<file path="src/rtl/seg7_mux_scan.sv">
// Four-digit multiplexed 7-segment driver with a double-buffered digit frame,
// a one-cycle blanking gap between digit slots, and optional leading-zero blanking.
module seg7_mux_scan #(
  parameter logic [23:0] REFRESH_COUNT = 24'd10_000,
  parameter logic        ACTIVE_LOW    = 1'b0
) (
  input  logic        clk,
  input  logic        reset,
  input  logic [15:0] value_in,
  input  logic [3:0]  dp_in,
  input  logic        load,
  input  logic        blank_lz,
  output logic        load_ack,
  output logic        frame_start,
  output logic [6:0]  segments,
  output logic        dp,
  output logic [3:0]  digit_en
);

  localparam logic [6:0] SEG_OFF = ACTIVE_LOW ? 7'h7F : 7'h00;
  localparam logic       DP_OFF  = ACTIVE_LOW;

  logic [23:0] scan_cnt;
  logic [1:0]  idx;
  logic [15:0] shadow;
  logic [3:0]  shadow_dp;
  logic [15:0] disp;
  logic [3:0]  disp_dp;

  logic        tick;
  logic [3:0]  digit_p0;
  logic [3:0]  lz_p0;
  logic        blank_p0;
  logic [6:0]  seg_on_p0;
  logic [6:0]  seg_lvl_p0;
  logic        dp_lvl_p0;

  function automatic logic [6:0] enc(input logic [3:0] hex);
    logic [6:0] s;
    case (hex)
      4'h0: s = 7'h3F;
      4'h1: s = 7'h06;
      4'h2: s = 7'h5B;
      4'h3: s = 7'h4F;
      4'h4: s = 7'h66;
      4'h5: s = 7'h6D;
      4'h6: s = 7'h7D;
      4'h7: s = 7'h07;
      4'h8: s = 7'h7F;
      4'h9: s = 7'h6F;
      4'hA: s = 7'h77;
      4'hB: s = 7'h7C;
      4'hC: s = 7'h39;
      4'hD: s = 7'h5E;
      4'hE: s = 7'h79;
      default: s = 7'h71;
    endcase
    return s;
  endfunction

  function automatic logic [6:0] seg_level(input logic [6:0] s);
    return ACTIVE_LOW ? ~s : s;
  endfunction

  assign tick = (scan_cnt == REFRESH_COUNT - 24'd1);

  // Stage p0: select the current digit and resolve blanking from the display buffer
  always_comb begin
    digit_p0   = disp[{idx, 2'b00} +: 4];
    // lz_p0[i]: digit i and every digit above it are zero; digit 0 is never blanked
    lz_p0[3]   = (disp[15:12] == 4'h0);
    lz_p0[2]   = lz_p0[3] && (disp[11:8] == 4'h0);
    lz_p0[1]   = lz_p0[2] && (disp[7:4] == 4'h0);
    lz_p0[0]   = 1'b0;
    blank_p0   = blank_lz && lz_p0[idx];
    seg_on_p0  = blank_p0 ? 7'h00 : enc(digit_p0);
    seg_lvl_p0 = seg_level(seg_on_p0);
    dp_lvl_p0  = ACTIVE_LOW ? ~disp_dp[idx] : disp_dp[idx];
  end

  always_ff @(posedge clk) begin
    if (reset) begin
      scan_cnt <= 24'd0;
      idx      <= 2'd0;
    end else begin
      scan_cnt <= tick ? 24'd0 : scan_cnt + 24'd1;
      if (tick) idx <= idx + 2'd1;
    end
  end

  // Shadow/display buffers; a load coinciding with a swap lands in the following frame
  always_ff @(posedge clk) begin
    if (reset) begin
      shadow    <= 16'h0000;
      shadow_dp <= 4'h0;
      disp      <= 16'h0000;
      disp_dp   <= 4'h0;
    end else begin
      if (load) begin
        shadow    <= value_in;
        shadow_dp <= dp_in;
      end
      if (tick && idx == 2'd3) begin
        disp    <= shadow;
        disp_dp <= shadow_dp;
      end
    end
  end

  // Stage p1: registered display outputs, forced off on the slot-boundary gap
  always_ff @(posedge clk) begin
    if (reset) begin
      load_ack    <= 1'b0;
      frame_start <= 1'b0;
      digit_en    <= 4'h0;
      segments    <= SEG_OFF;
      dp          <= DP_OFF;
    end else begin
      load_ack    <= load;
      frame_start <= tick && (idx == 2'd3);
      if (tick) begin
        digit_en <= 4'h0;
        segments <= SEG_OFF;
        dp       <= DP_OFF;
      end else begin
        digit_en <= 4'b0001 << idx;
        segments <= seg_lvl_p0;
        dp       <= dp_lvl_p0;
      end
    end
  end

endmodule
</file>
<file path="config.mk">
export PLATFORM = sky130hd
export DESIGN_NAME = seg7_mux_scan
export DESIGN_NICKNAME = d
export VERILOG_FILES = /design/src/rtl/seg7_mux_scan.sv
export SDC_FILE = /design/constraint.sdc
export NUM_CORES = 1
export LEC_CHECK = 0
export CORE_MARGIN = 8
export CORE_UTILIZATION = 64
export DETAILED_ROUTE_END_ITERATION = 10
export DONT_BUFFER_PORTS = 1
export PLACE_DENSITY = 0.77
export SLEW_MARGIN = 20
export SYNTH_ARGS = -nofsm -noshare
export SYNTH_HDL_FRONTEND = slang
export SYNTH_SLANG_ARGS = --single-unit
</file>
<file path="constraint.sdc">
create_clock -name clk -period 3.38 [get_ports clk]
set_input_delay 0.676 -clock clk [delete_from_list [all_inputs] [get_ports clk]]
set_output_delay 0.676 -clock clk [all_outputs]
set_load 0.01 [all_outputs]
</file>
==> metrics.yaml, run 1 <==
status: "complete, no violations"
core_um2: 5172
drive_gt1_frac: 0.1534
totalWireLength_um: 6409
clkLatencyLatePin_ns: 0.35
pre_cts_ws_ns: 1.276
holdBufCountCts: 0
cts-root-buf: "clkbuf_8"
cts_tree: "done"
drt_iter0_drc: 140
period_needed_ns: 2.134
crit_family: "flip-flops"
overflow: 0
timing.final.crit_share: 0.6314
grt_use_met1: 0.2306
met3_usage: 0.04963
hold_viol: 0
portBuffers: 0
rsz0062_at_grt: "no"
fillers: 369
postCtsSetupBuffers: 0
grtUsageTotal: 0.1750
place.gp.congestion: 0.8211
slew_headroom: 0.5848
ys_ff_latch: 80
fin_tns_setup_ns: 0
max_stage_delay_ns: 0.68
grt_pass1_wl_um: 10710
fmax_mhz: 468.6
grt_pass1_vias: 2286
viasPerCell: 5.605
antenna_found_initial: 0
ctsResizeCount: 0
synth_area_um2: 3463
fin_ws_ns: 1.246
syn_avg_cell_area_um2: 9.463
initial_core_util: 0.6696
cp-start-kind: "flop"
place_hpwl_um: 4521
critical_path_class: "reg2reg"
worst_slew_pin_slew_ns: 0.6229
drc_errors: 0
synthCells: 366
syn_to_final_growth_pct: 7.334
htreeDepth: 3
first_pass_iters: 4
crit_required_ns: 3.62
rows: 26
yosysSeqAreaShare: 0.4624
grt_max_degree: 47
nets: 393
slew_violations: 0
arrival_ns: 2.38
crit_path_end_kind: "flop"
p_per_area_nw_per_um2: 500.2
synth_edf_count: 0
fin_util: 0.7187
vias: 2438
cts.sinks: 80
grt_use_met2: 0.2553
clkTransAtPathRegs_ns: 0.08
p_leak_nw: 1.390
dieWidth_um: 89.56
drv_cap: 0
crit_path_cell_trace: "mux4_2 -> inv_1 -> ha_1 -> a221oi_1"
setup_violations: 0
die_height_um: 89.56
synth-main-ff-cell: "dfxtp_1"
fin_skew_ns: 0.008301
cpMaxStageDelayCell: "dfxtp_1"
crit_fanout: 13
routedWlPerCell_um: 14.73
path_buf_inv: 1
hp-class: "in2reg"
yosys.cell_types.count: 42
yosys_warnings: 0
cts_buffers: 9
ir_drop_v: 0.0003814
cts_max_path_buffers: 2
num_antenna_cells: 0
syn-num-nets: 399
ant_nets: 0
holdWs_ns: 0.3991
die_area_um2: 8021
ys_async_sr_fraction: 0
ios: 38
top_usage_layer: "met2"
==> path summary, 6_finish.rpt <==
kind         slack, ns    start           end  cells after the start
min reg2reg       0.46  disp[2]       disp[2]                      2
min               0.40    reset  shadow_dp[0]                      1
max reg2reg       1.25   idx[0]   segments[1]                      4
max               1.25   idx[0]   segments[1]                      4
==> layout make-up <==
type / count / area (um2) / share of cell area
clock buffers: 11 / 141.4 / 0.03803
flip-flops and latches: 80 / 1602 / 0.4308
well taps: 70 / 87.58 / 0.02356
multi-input cells: 257 / 1730 / 0.4655
clock inverters: 5 / 103.9 / 0.02794
repair buffers: 2 / 15.01 / 0.004039
inverters: 10 / 37.54 / 0.01010
==> power by group <==
part | switching, mW | total [mW] | internal, mW | leakage (nW)
Sequential | 0.0145 | 0.979 | 0.964 | 0.652
Combinational | 0.0189 | 0.0402 | 0.0214 | 0.615
Clock | 0.329 | 0.841 | 0.511 | 0.124
==> metal layers <==
metal / vias to the layer above / part of all wire
li1: 1230 / -
met1: 1136 / 0.49
met2: 63 / 0.43
met3: 9 / 0.061
met4: 0 / 0.014
met5: - / 0
==> synthesized netlist by cell type, types with 4 or more instances <==
cell | n | area, um2
a21oi_1 | 14 | 70.07
a21oi_2 | 10 | 87.58
a221oi_1 | 4 | 35.03
and3_1 | 4 | 25.02
buf_1 | 4 | 15.01
buf_2 | 6 | 30.03
clkbuf_1 | 7 | 26.28
dfxtp_1 | 80 | 1602
ha_1 | 9 | 112.6
inv_1 | 9 | 33.78
mux2i_1 | 22 | 220.2
mux4_2 | 5 | 112.6
nand2_1 | 40 | 150.1
nand2_2 | 13 | 81.33
nand3_1 | 11 | 55.05
nor2_1 | 53 | 198.9
nor3_1 | 9 | 45.04
nor4_1 | 6 | 37.54
o21ai_0 | 6 | 30.03
or3_1 | 5 | 31.28
xnor2_1 | 18 | 157.7
==> state kept, by name, indices dropped and copies added (netlist names), 2 cells and up <==
| name | cells |
|---|---|
| scan_cnt | 24 |
| disp | 16 |
| shadow | 16 |
| segments | 7 |
| digit_en | 4 |
| disp_dp | 4 |
| shadow_dp | 4 |
| idx | 2 |
==> through the flow <==
stage                     cell area, um2  power [mW]  cells
final                               3717       1.860    435
after global routing                3717       1.931    435
after CTS                           3717       1.875    435
after detailed placement            3472       1.041    419
after global placement              3472       1.039    419
after floorplan                     3463       1.045    366
==> cells by family (layout without fill, tap and decap cells) <==
group,count (synthesis),in the layout,share of synthesized area
muxes,27,27,0.09610
adders and majority gates,9,9,0.03252
AOI/OAI and AO/OA,39,39,0.07948
xor gates and xnor gates,21,21,0.05311
buffers and inverters,29,28,0.03793
and+or+nand+nor,161,161,0.2384
DFF,80,80,0.4624
==> layout by cell type, fill, tap and decap left out, drive strengths merged, types with 9 or more instances in the layout <==
master | synthesis | layout
nor2 | 53 | 53
dfxtp | 80 | 80
xnor2 | 18 | 18
inv | 10 | 10
ha | 9 | 9
nand3 | 11 | 11
nor4 | 9 | 9
nor3 | 9 | 9
mux2i | 22 | 22
nand2 | 53 | 53
clkbuf | 7 | 11
a21oi | 24 | 24
(Power assumes the default switching activity.)
==> inputs of run 2 (changes only) <==
--- a/config.mk
+++ b/config.mk
@@ -5,11 +5,12 @@
 export SDC_FILE = /design/constraint.sdc
 export NUM_CORES = 1
 export LEC_CHECK = 0
+export ABC_AREA = 1
 export CORE_MARGIN = 8
-export CORE_UTILIZATION = 64
+export CORE_UTILIZATION = 63
 export DETAILED_ROUTE_END_ITERATION = 10
 export DONT_BUFFER_PORTS = 1
-export PLACE_DENSITY = 0.77
+export PLACE_DENSITY = 0.76
 export SLEW_MARGIN = 20
 export SYNTH_ARGS = -nofsm -noshare
 export SYNTH_HDL_FRONTEND = slang
==> constraint.sdc (replaced) <==
create_clock -name clk -period 2.1 [get_ports clk]
set_input_delay 0.42 -clock clk [delete_from_list [all_inputs] [get_ports clk]]
set_output_delay 0.42 -clock clk [all_outputs]
set_load 0.01 [all_outputs]
==> run 2 against run 1 <==
  * Wire length up 27%
  * Flip-flop and latch count is the same
  * Register-to-register slack worse by 0.92 ns
  * Via count rose by 39%
  * Non-clock buffer count increased by 6
  * Power up 46%
  * Maximum frequency is 21% higher
==> metrics.yaml, run 2 <==
r2r_start: "idx[1]"  # was idx[0]
drc_errors: 0  # unchanged
core_um2: 5886  # was 5172 um2
crit_required_ns: 2.33  # was 3.62 ns
cts_max_path_buffers: 2  # unchanged
yosys_warnings: 0  # unchanged
grt_use_met1: 0.2245  # was 0.2306
ir_drop_v: 0.0005789  # was 0.0003814 V
slew_violations: 0  # unchanged
rows: 28  # was 26
crit_fanout: 12  # was 13
yosysMostFrequentCell: "nand2_1"  # was dfxtp_1
worst_slew_pin_slew_ns: 0.4231  # was 0.6229 ns
clkLatencyLatePin_ns: 0.36  # was 0.35 ns
layout_common_cells: "126 x nand2_1, 109 x nor2_1, 80 x dfxtp_1"  # was 80 x dfxtp_1, 53 x nor2_1, 40 x nand2_1
r2r-end: "segments[3]"  # was segments[1]
critical_path_class: "reg2reg"  # unchanged
place.gp.congestion: 0.9105  # was 0.8211
max_stage_delay_ns: 0.31  # was 0.68 ns
fillers: 535  # was 369
crit_path_cell_trace: "inv_1 -> o211ai_1 -> nand2_1 -> inv_1 -> ha_1 -> inv_1 -> nand2_1 -> nand3_1 -> a21oi_1"  # was mux4_2 -> inv_1 -> ha_1 -> a221oi_1
slew_headroom: 0.7173  # was 0.5848
cts-root-buf: "clkbuf_8"  # unchanged
synthCells: 562  # was 366
initial_core_util: 0.6514  # was 0.6696
arrival_ns: 2.00  # was 2.38 ns
htreeDepth: 3  # unchanged
synth_area_um2: 3834  # was 3463 um2
ctsResizeCount: 0  # unchanged
p_per_area_nw_per_um2: 669.6  # was 500.2 nW/um2
syn-num-nets: 595  # was 399
cp-endpoint: "segments[3]"  # was segments[1]
met3_usage: 0.07194  # was 0.04963
fmax_mhz: 564.8  # was 468.6 MHz
holdWs_ns: 0.1194  # was 0.3991 ns
crit_family: "buffers and inverters"  # was flip-flops
period_needed_ns: 1.770  # was 2.134 ns
grt_max_degree: 37  # was 47
clkTransAtPathRegs_ns: 0.08  # about the same
synth-main-ff-cell: "dfxtp_1"  # unchanged
drv_cap: 0  # unchanged
grt_use_met2: 0.3349  # was 0.2553
die_height_um: 94.01  # was 89.56 um
reg.largest.list: "scan_cnt: 24 flops, disp: 16 flops, shadow: 16 flops"  # unchanged
crit_top_cell: "inv_1"
syn_to_final_growth_pct: 5.777  # was 7.334%
cp-start-kind: "flop"  # unchanged
synth_top_area_cell: "dfxtp_1"  # unchanged
top_usage_layer: "met2"  # unchanged
holdBufCountCts: 0  # unchanged
nets: 592  # was 393
timing.final.crit_share: 0.8431  # was 0.6314
path_buf_inv: 3  # was 1
viasPerCell: 5.291  # was 5.605
ant_nets: 0  # unchanged
totalWireLength_um: 8138  # was 6409 um
fin_skew_ns: 0.01132  # was 0.008301 ns
num_antenna_cells: 0  # unchanged
crit_path_end_kind: "flop"  # unchanged
grtUsageTotal: 0.1962  # was 0.1750
largest-register: "scan_cnt"  # unchanged
synth_commonest_cells: "126 x nand2_1, 109 x nor2_1, 80 x dfxtp_1"  # was 80 x dfxtp_1, 53 x nor2_1, 40 x nand2_1
hp-class: "in2reg"  # unchanged
grt_pass1_wl_um: 13940  # was 10710 um
grt_pass1_vias: 3196  # was 2286
die_area_um2: 8837  # was 8021 um2
ys_ff_latch: 80  # unchanged
largest_reg_flops: 24  # unchanged
cts.sinks: 80  # unchanged
rrSetupSlack_ns: 0.33  # was 1.25 ns
overflow: 0  # unchanged
yosysTopAreaCellShare: 0.4178  # was 0.4624
ios: 38  # unchanged
synth.area.top_cells: "dfxtp_1 42%, nand2_1 12%, nor2_1 11%"  # was dfxtp_1 46%, mux2i_1 6.4%, nor2_1 5.7%
status: "complete, no violations"  # unchanged
final_common_cell: "nand2_1"  # was dfxtp_1
fin_tns_setup_ns: 0  # unchanged
ys_async_sr_fraction: 0  # unchanged
p_leak_nw: 1.562  # was 1.390 nW
worstRegToRegCells: 9  # was 4
place_hpwl_um: 6158  # was 4521 um
antenna_found_initial: 0  # unchanged
hold_viol: 0  # unchanged
first_pass_iters: 4  # unchanged
postCtsSetupBuffers: 0  # unchanged
cts_buffers: 9  # unchanged
yosysSeqAreaShare: 0.4178  # was 0.4624
syn_avg_cell_area_um2: 6.821  # was 9.463 um2
crit_start: "idx[1]"  # was idx[0]
yosys.cell_types.count: 28  # was 42
cp.depth: 9  # was 4
routedWlPerCell_um: 12.74  # was 14.73 um
portBuffers: 0  # unchanged
rsz0062_at_grt: "no"  # unchanged
cts_tree: "done"  # unchanged
drt_iter0_drc: 139  # was 140
vias: 3381  # was 2438
dieWidth_um: 94.01  # was 89.56 um
synth_edf_count: 0  # unchanged
cpMaxStageDelayCell: "dfxtp_1"  # unchanged
setup_violations: 0  # unchanged
drive_gt1_frac: 0.06560  # was 0.1534
## run 2: cells by family (layout without fill, tap and decap cells)
group / count (synthesis) / in the layout / share of synthesized area
compound gates: 73 / 73 / 0.09661
buf+inv: 86 / 88 / 0.09269
xor+xnor: 8 / 8 / 0.01828
simple gates: 306 / 306 / 0.3453
flops: 80 / 80 / 0.4178
fa+ha+maj: 9 / 9 / 0.02937
## run 2: worst min path at each step
stage,from,to,slack [ns],cells after the start
3_3_place_gp,scan_cnt[0],scan_cnt[0],0.43,1
4_1_cts,reset,load_ack,0.11,1
3_5_place_dp,scan_cnt[0],scan_cnt[0],0.44,1
5_1_grt,reset,load_ack,0.09,1
2_1_floorplan,scan_cnt[0],scan_cnt[0],0.42,1
6_report,reset,load_ack,0.12,1
## run 2: cell type report
type | count | area, um2 | share of cell area
Multi-Input combinational cell | 396 | 1877 | 0.4628
Sequential cell | 80 | 1602 | 0.3949
Inverter | 64 | 240.2 | 0.05924
Clock buffer | 11 | 141.4 | 0.03487
Tap cell | 75 | 93.84 | 0.02314
Timing Repair Buffer | 8 | 60.06 | 0.01481
Clock inverter | 5 | 41.29 | 0.01018
## run 2: power breakdown
| group | switching, mW | internal [mW] |
|---|---|---|
| registers | 0.0164 | 1.56 |
| clock network | 0.571 | 0.472 |
| logic | 0.0697 | 0.0318 |
## run 2: stage by stage
stage / worst slack, ns / cell area (um2) / utilization / power, mW / cells
finish: 0.3296 / 4055 / 0.6890 / 2.715 / 639
global route: 0.1432 / 4055 / 0.6890 / 2.832 / 639
CTS: 0.3383 / 4055 / 0.6890 / 2.742 / 639
detailed placement: 0.3681 / 3872 / 0.6580 / 1.710 / 623
global placement: 0.4267 / 3872 / 0.6580 / 1.705 / 623
floorplan: 0.4368 / 3834 / - / 1.686 / 562
## run 2: worst register-to-register path, stage by stage, from the launching register on
cell      delay (ns)
dfxtp_1         0.31
inv_1           0.27
o211ai_1        0.16
nand2_1         0.19
inv_1           0.12
ha_1            0.29
inv_1           0.07
nand2_1         0.06
nand3_1         0.10
a21oi_1         0.06
## run 2: per-layer routing
metal / part of all wire / up-vias
li1: - / 1783
met1: 0.45 / 1499
met2: 0.47 / 88
met3: 0.057 / 11
met4: 0.015 / 0
met5: 0 / -
